## config.mk

```make
export PLATFORM = sky130hd
export DESIGN_NAME = servant_ram_arbiter
export DESIGN_NICKNAME = d
export VERILOG_FILES = /design/src/rtl/servant_ram_arbiter.sv
export SDC_FILE = /design/constraint.sdc
export NUM_CORES = 1
export LEC_CHECK = 0
export ABC_CLOCK_PERIOD_IN_PS = 1690
export CAP_MARGIN = 0
export CORE_MARGIN = 10
export CORE_UTILIZATION = 22
export CTS_BUF_LIST = sky130_fd_sc_hd__clkbuf_8
export CTS_CLUSTER_DIAMETER = 60
export DETAILED_ROUTE_END_ITERATION = 7
export GPL_TIMING_DRIVEN = 0
export MAX_ROUTING_LAYER = met4
export PLACE_DENSITY = 0.91
export SETUP_SLACK_MARGIN = 0.15
export SYNTH_ARGS = -nofsm -noshare
export SYNTH_HDL_FRONTEND = slang
export SYNTH_SLANG_ARGS = --single-unit
```

## constraint.sdc

```tcl
create_clock -name i_wb_clk -period 1.69 [get_ports i_wb_clk]
set_clock_uncertainty 0.1 [all_clocks]
set_input_delay 0.338 -clock i_wb_clk [delete_from_list [all_inputs] [get_ports i_wb_clk]]
set_output_delay 0.338 -clock i_wb_clk [all_outputs]
set_load 0.01 [all_outputs]
```

## src/rtl/servant_ram_arbiter.sv

```systemverilog
// Two-master to one-slave Wishbone classic arbiter for a shared servant RAM.
// Round-robin registered grant held for a whole transfer, with a per-transfer watchdog.
module servant_ram_arbiter #(
    parameter int aw      = 10,
    parameter int TIMEOUT = 16
) (
    input  logic          i_wb_clk,
    input  logic          i_wb_rst,
    input  logic [aw-3:0] i_m0_adr,
    input  logic [31:0]   i_m0_dat,
    input  logic [3:0]    i_m0_sel,
    input  logic          i_m0_we,
    input  logic          i_m0_cyc,
    output logic [31:0]   o_m0_rdt,
    output logic          o_m0_ack,
    output logic          o_m0_err,
    input  logic [aw-3:0] i_m1_adr,
    input  logic [31:0]   i_m1_dat,
    input  logic [3:0]    i_m1_sel,
    input  logic          i_m1_we,
    input  logic          i_m1_cyc,
    output logic [31:0]   o_m1_rdt,
    output logic          o_m1_ack,
    output logic          o_m1_err,
    output logic [aw-3:0] o_s_adr,
    output logic [31:0]   o_s_dat,
    output logic [3:0]    o_s_sel,
    output logic          o_s_we,
    output logic          o_s_cyc,
    input  logic [31:0]   i_s_rdt,
    input  logic          i_s_ack,
    output logic          o_grant,
    output logic          o_busy
);

    localparam int CW = (TIMEOUT > 0) ? $clog2(TIMEOUT + 1) : 1;
    localparam logic [CW-1:0] CNT_LAST = (TIMEOUT > 0) ? CW'(TIMEOUT - 1) : '0;

    typedef enum logic {IDLE, BUSY} state_t;

    state_t        r_state, w_state_nxt;
    logic          r_gnt, w_gnt_nxt;
    logic          r_last, w_last_nxt;
    logic [CW-1:0] r_cnt, w_cnt_nxt;

    logic w_busy, w_cyc_g, w_ack, w_err, w_done;

    // Handshake: a master requests by raising cyc and holds it (with stable adr/dat/sel/we)
    // until it sees ack or err; dropping cyc early aborts and any late slave ack is discarded.
    assign w_busy  = (r_state == BUSY);
    assign w_cyc_g = r_gnt ? i_m1_cyc : i_m0_cyc;
    assign w_ack   = w_busy & w_cyc_g & i_s_ack;
    assign w_err   = (TIMEOUT > 0) && w_busy && w_cyc_g && !i_s_ack && (r_cnt == CNT_LAST);
    assign w_done  = !w_cyc_g | w_ack | w_err;

    always_ff @(posedge i_wb_clk or posedge i_wb_rst) begin
        if (i_wb_rst) begin
            r_state <= IDLE;
            r_gnt   <= 1'b0;
            r_last  <= 1'b1;
            r_cnt   <= '0;
        end else begin
            r_state <= w_state_nxt;
            r_gnt   <= w_gnt_nxt;
            r_last  <= w_last_nxt;
            r_cnt   <= w_cnt_nxt;
        end
    end

    always_comb begin
        w_state_nxt = r_state;
        w_gnt_nxt   = r_gnt;
        w_last_nxt  = r_last;
        w_cnt_nxt   = r_cnt;
        case (r_state)
            IDLE: begin
                if (i_m0_cyc | i_m1_cyc) begin
                    w_state_nxt = BUSY;
                    // Under contention the master that did not finish last wins.
                    w_gnt_nxt   = (i_m0_cyc & i_m1_cyc) ? ~r_last : i_m1_cyc;
                    w_cnt_nxt   = '0;
                end
            end
            BUSY: begin
                if (w_done) begin
                    w_state_nxt = IDLE;
                    w_last_nxt  = r_gnt;
                end else if (TIMEOUT > 0) begin
                    w_cnt_nxt = r_cnt + 1'b1;
                end
            end
            default: w_state_nxt = IDLE;
        endcase
    end

    assign o_s_adr = w_busy ? (r_gnt ? i_m1_adr : i_m0_adr) : '0;
    assign o_s_dat = w_busy ? (r_gnt ? i_m1_dat : i_m0_dat) : '0;
    assign o_s_sel = w_busy ? (r_gnt ? i_m1_sel : i_m0_sel) : '0;
    assign o_s_we  = w_busy & (r_gnt ? i_m1_we : i_m0_we);
    assign o_s_cyc = w_busy & w_cyc_g;

    assign o_m0_rdt = (w_busy & ~r_gnt) ? i_s_rdt : '0;
    assign o_m1_rdt = (w_busy &  r_gnt) ? i_s_rdt : '0;
    assign o_m0_ack = w_ack & ~r_gnt;
    assign o_m1_ack = w_ack &  r_gnt;
    assign o_m0_err = w_err & ~r_gnt;
    assign o_m1_err = w_err &  r_gnt;

    assign o_grant = r_gnt;
    assign o_busy  = w_busy;

endmodule

```

==> metrics.md <==
| Metric | Value |
|---|---|
| Met2 wire length | `7910 µm` |
| Top Metal Used | `met4` |
| Final worst-path setup slack | `-340 ps` |
| Cell area after synthesis | `about 1700 µm²` |
| Clk pin slew, worst setup/hold paths | `~50 ps` |
| Starting density of the core | `0.227` |
| RSZ-0062 raised after global routing | `true` |
| Clk sink count | `8` |
| Max cap viols | `0` |
| Initial antenna violation count | `0` |
| Worst-Skew Late Latency | `~230 ps` |
| Remaining DRCs | `0` |
| Largest cells by area after synthesis | `mux2i_1 28%, and3_1 25%, nor2_1 11%` |
| Dpl ws | `-896 ps` |
| Height of the die | `around 110 µm` |
| Commonest non-fill, non-tap cells in the layout | `124 x clkdlybuf4s50_1, 72 x buf_6, 63 x buf_2` |
| Leak | `approximately 2.5 nW` |
| DP HPWL | `roughly 10000 µm` |
| Syn_area_per_cell | `7.23 µm²` |
| Max-Slew Margin vs Limit | `0.726` |
| Max Root-Sink Buffers | `2` |
| Worst Path Required | `1250 ps` |
| YS warnings | `0` |
| CP Max Fanout | `3` |
| Share of layout cells above drive strength 1 | `0.530` |
| CTS tree | `yes` |
| Antenna-violating nets left | `0` |
| Routed met3 length | `between 900 and 1000 µm` |
| Placed instance area | `~4300 µm²` |
| Final Hold Viols | `0` |
| Post-synthesis sequential area ratio | `0.122` |
| Std cell rows | `31` |
| Distinct cells, synth | `29` |
| Total gr overflow | `0` |
| Synth Instances | `229` |
| HP Class | `in -> async` |
| Fin util | `0.721` |
| Maximum clock frequency | `~0.49 GHz` |
| Fin area | `between 5000 and 6000 µm²` |
| Crit path arrival time | `1590 ps` |
| Port Buf Inserts | `roughly 240` |
| Hold Buf Count CTS | `0` |
| Endpoints failing setup | `about 120` |
| Number of global-route vias before repair | `around 3100` |
| I/O pins | `~240` |
| Filler cells | `~520` |
| Via Count | `around 3000` |
| Switching Share | `0.405` |
| Crit path kind | `reg -> out` |
| Vias/cell | `between 4 and 5` |
| Syn-to-layout area delta | `217%` |
| Status | `finished, violations left` |
| CTS root buf | `clkbuf_8` |
| Clock power share | `0.037` |
| CTS buffer count | `3` |
| Nets | `~650` |
| Drt first pass iters | `4` |
| Ant diodes | `0` |
| Tmin final | `a little over 2000 ps` |
| Sw power | `about 2.7 mW` |
| CTS H-Tree Depth | `1` |
| Int Pwr | `4.00 mW` |
| Post-synth top area share | `0.278` |
| Mapped Nets | `between 300 and 400` |
| GRT Total Usage | `0.220` |
| Horiz. Die Dim | `107 µm` |
| Placed cell count | `between 500 and 600` |
| Failing checks | `setup timing` |
| Commonest non-fill, non-tap cell in the layout | `clkdlybuf4s50_1` |
| Largest area contributor in the netlist | `mux2i_1` |
| Sequential Power Share | `0.046` |
| Pwr/cell area | `1280 nW/µm²` |
| Pin count of the biggest net entering global routing | `11` |
| Total wire length | `14400 µm` |
| Die area | `~11000 µm²` |
| Worst Max-Slew Pin Slew | `410 ps` |
| Non-Filler Instances | `622` |
| Yosys reg bits | `8` |
| Final period util | `1.20` |
| Comb pwr share | `0.917` |
| Max IR drop VDD | `0.763 mV` |
| Post-Route M1 WL | `approximately 5300 µm` |
| GP Congestion | `0.852` |
| Final Max Tran Viols | `0` |
| Wire length per cell | `about 23 µm` |
| 1st-iter DRT viols | `61` |
| Core area | `about 7300 µm²` |
| Wire length of the first global-routing pass | `between 15000 and 20000 µm` |
| Setup crit end kind | `output pin` |
| Setup crit start kind | `flop` |
-- cell type report --
class                   count  area (µm²)  share of cell area
repair buffers            290        2790               0.531
clock inverters             1        3.75            0.000714
clock buffers               3        41.3             0.00785
multi-input cells         188        1690               0.322
inverters                   8        33.8             0.00642
well taps                  99         124              0.0236
flip-flops and latches      8         203              0.0385
plain buffers              25         368              0.0700
-- metal layers --
layer | vias to the layer above | GRT usage
met5 | - | -
met4 | 0 | 0.0484
met3 | 18 | 0.0443
met2 | 126 | 0.422
met1 | 1451 | 0.224
li1 | 1410 | -
-- sequential cells by signal, indices dropped and copies added (netlist names) --
signal	cells
r_cnt	5
o_grant	1
r_last	1
o_busy	1
-- repair_timing --
action	4_1_cts	5_1_grt
cloned	5	6
gates resized for setup	584	99
pin swaps	8	6
setup buffers	28	9
endpoints found under the setup margin	122	122
-- cells by family (layout without fill, tap and decap cells) --
logic type,after synthesis,after routing,synth area share
and+or+nand+nor,130,130,0.431
muxes,47,47,0.287
buffers and inverters,33,327,0.0952
AOI/OAI and AO/OA,9,9,0.0498
DFF,8,8,0.122
adders and majority gates,2,2,0.0151
-- path summary, 6_finish.rpt --
| path | start | to | slack, ps | cells after the start |
|---|---|---|---|---|
| setup / recovery | o_grant$_DFFE_PP0P_ | o_m1_err | -340 | 5 |
| min in group i_wb_clk | r_last$_DFFE_PP1P_ | r_last$_DFFE_PP1P_ | 420 | 2 |
| hold reg to reg | r_last$_DFFE_PP1P_ | r_last$_DFFE_PP1P_ | 420 | 2 |
| max in group asynchronous | i_wb_rst | r_last$_DFFE_PP1P_ | 920 | 2 |
| hold / removal | i_wb_rst | r_cnt[2]$_DFFE_PP0P_ | 270 | 2 |
| setup reg to reg | r_cnt[0]$_DFFE_PP0P_ | r_cnt[0]$_DFFE_PP0P_ | -300 | 8 |
-- power by group through the flow --
stage	clock [mW]	sequential, mW	combinational (mW)
after CTS	0.235	0.295	5.01
after global routing	0.259	0.313	6.46
after floorplan	0	0.293	1.96
final	0.246	0.309	6.17
after global placement	0	0.290	4.03
after detailed placement	0	0.293	4.10
-- critical path: stages (launching register included) --
cell and delay (ps):
dfrtp_2 450, buf_6 140, mux2_4 300, and2_4 150, and4b_1 190, buf_6 130
-- synthesized netlist by cell type (all sizes together) --
master    n
inv       8
and2      1
dfstp     1
nor2     49
a32o      1
nand3     3
a21oi     1
and4b     2
mux2      1
ha        2
o21ai     2
buf      11
nand4     2
dfrtp     7
o22ai     2
and3     65
nand2b    1
nor2b     1
o221ai    2
mux2i    46
nor3b     1
or3b      1
clkbuf   14
o2bb2ai   1
nand2     3
nor4bb    1
-- through the flow --
stage / total power, mW / hold WS [ps] / setup TNS [ps]
after floorplan: 2.25 / 52.9 / 0
after global placement: 4.32 / 406 / -49410
after detailed placement: 4.40 / 421 / -52480
after CTS: 5.54 / 275 / -18180
after global routing: 7.03 / 303 / -32030
final: 6.72 / 268 / -26750
Power figures use the tool's default switching activity.
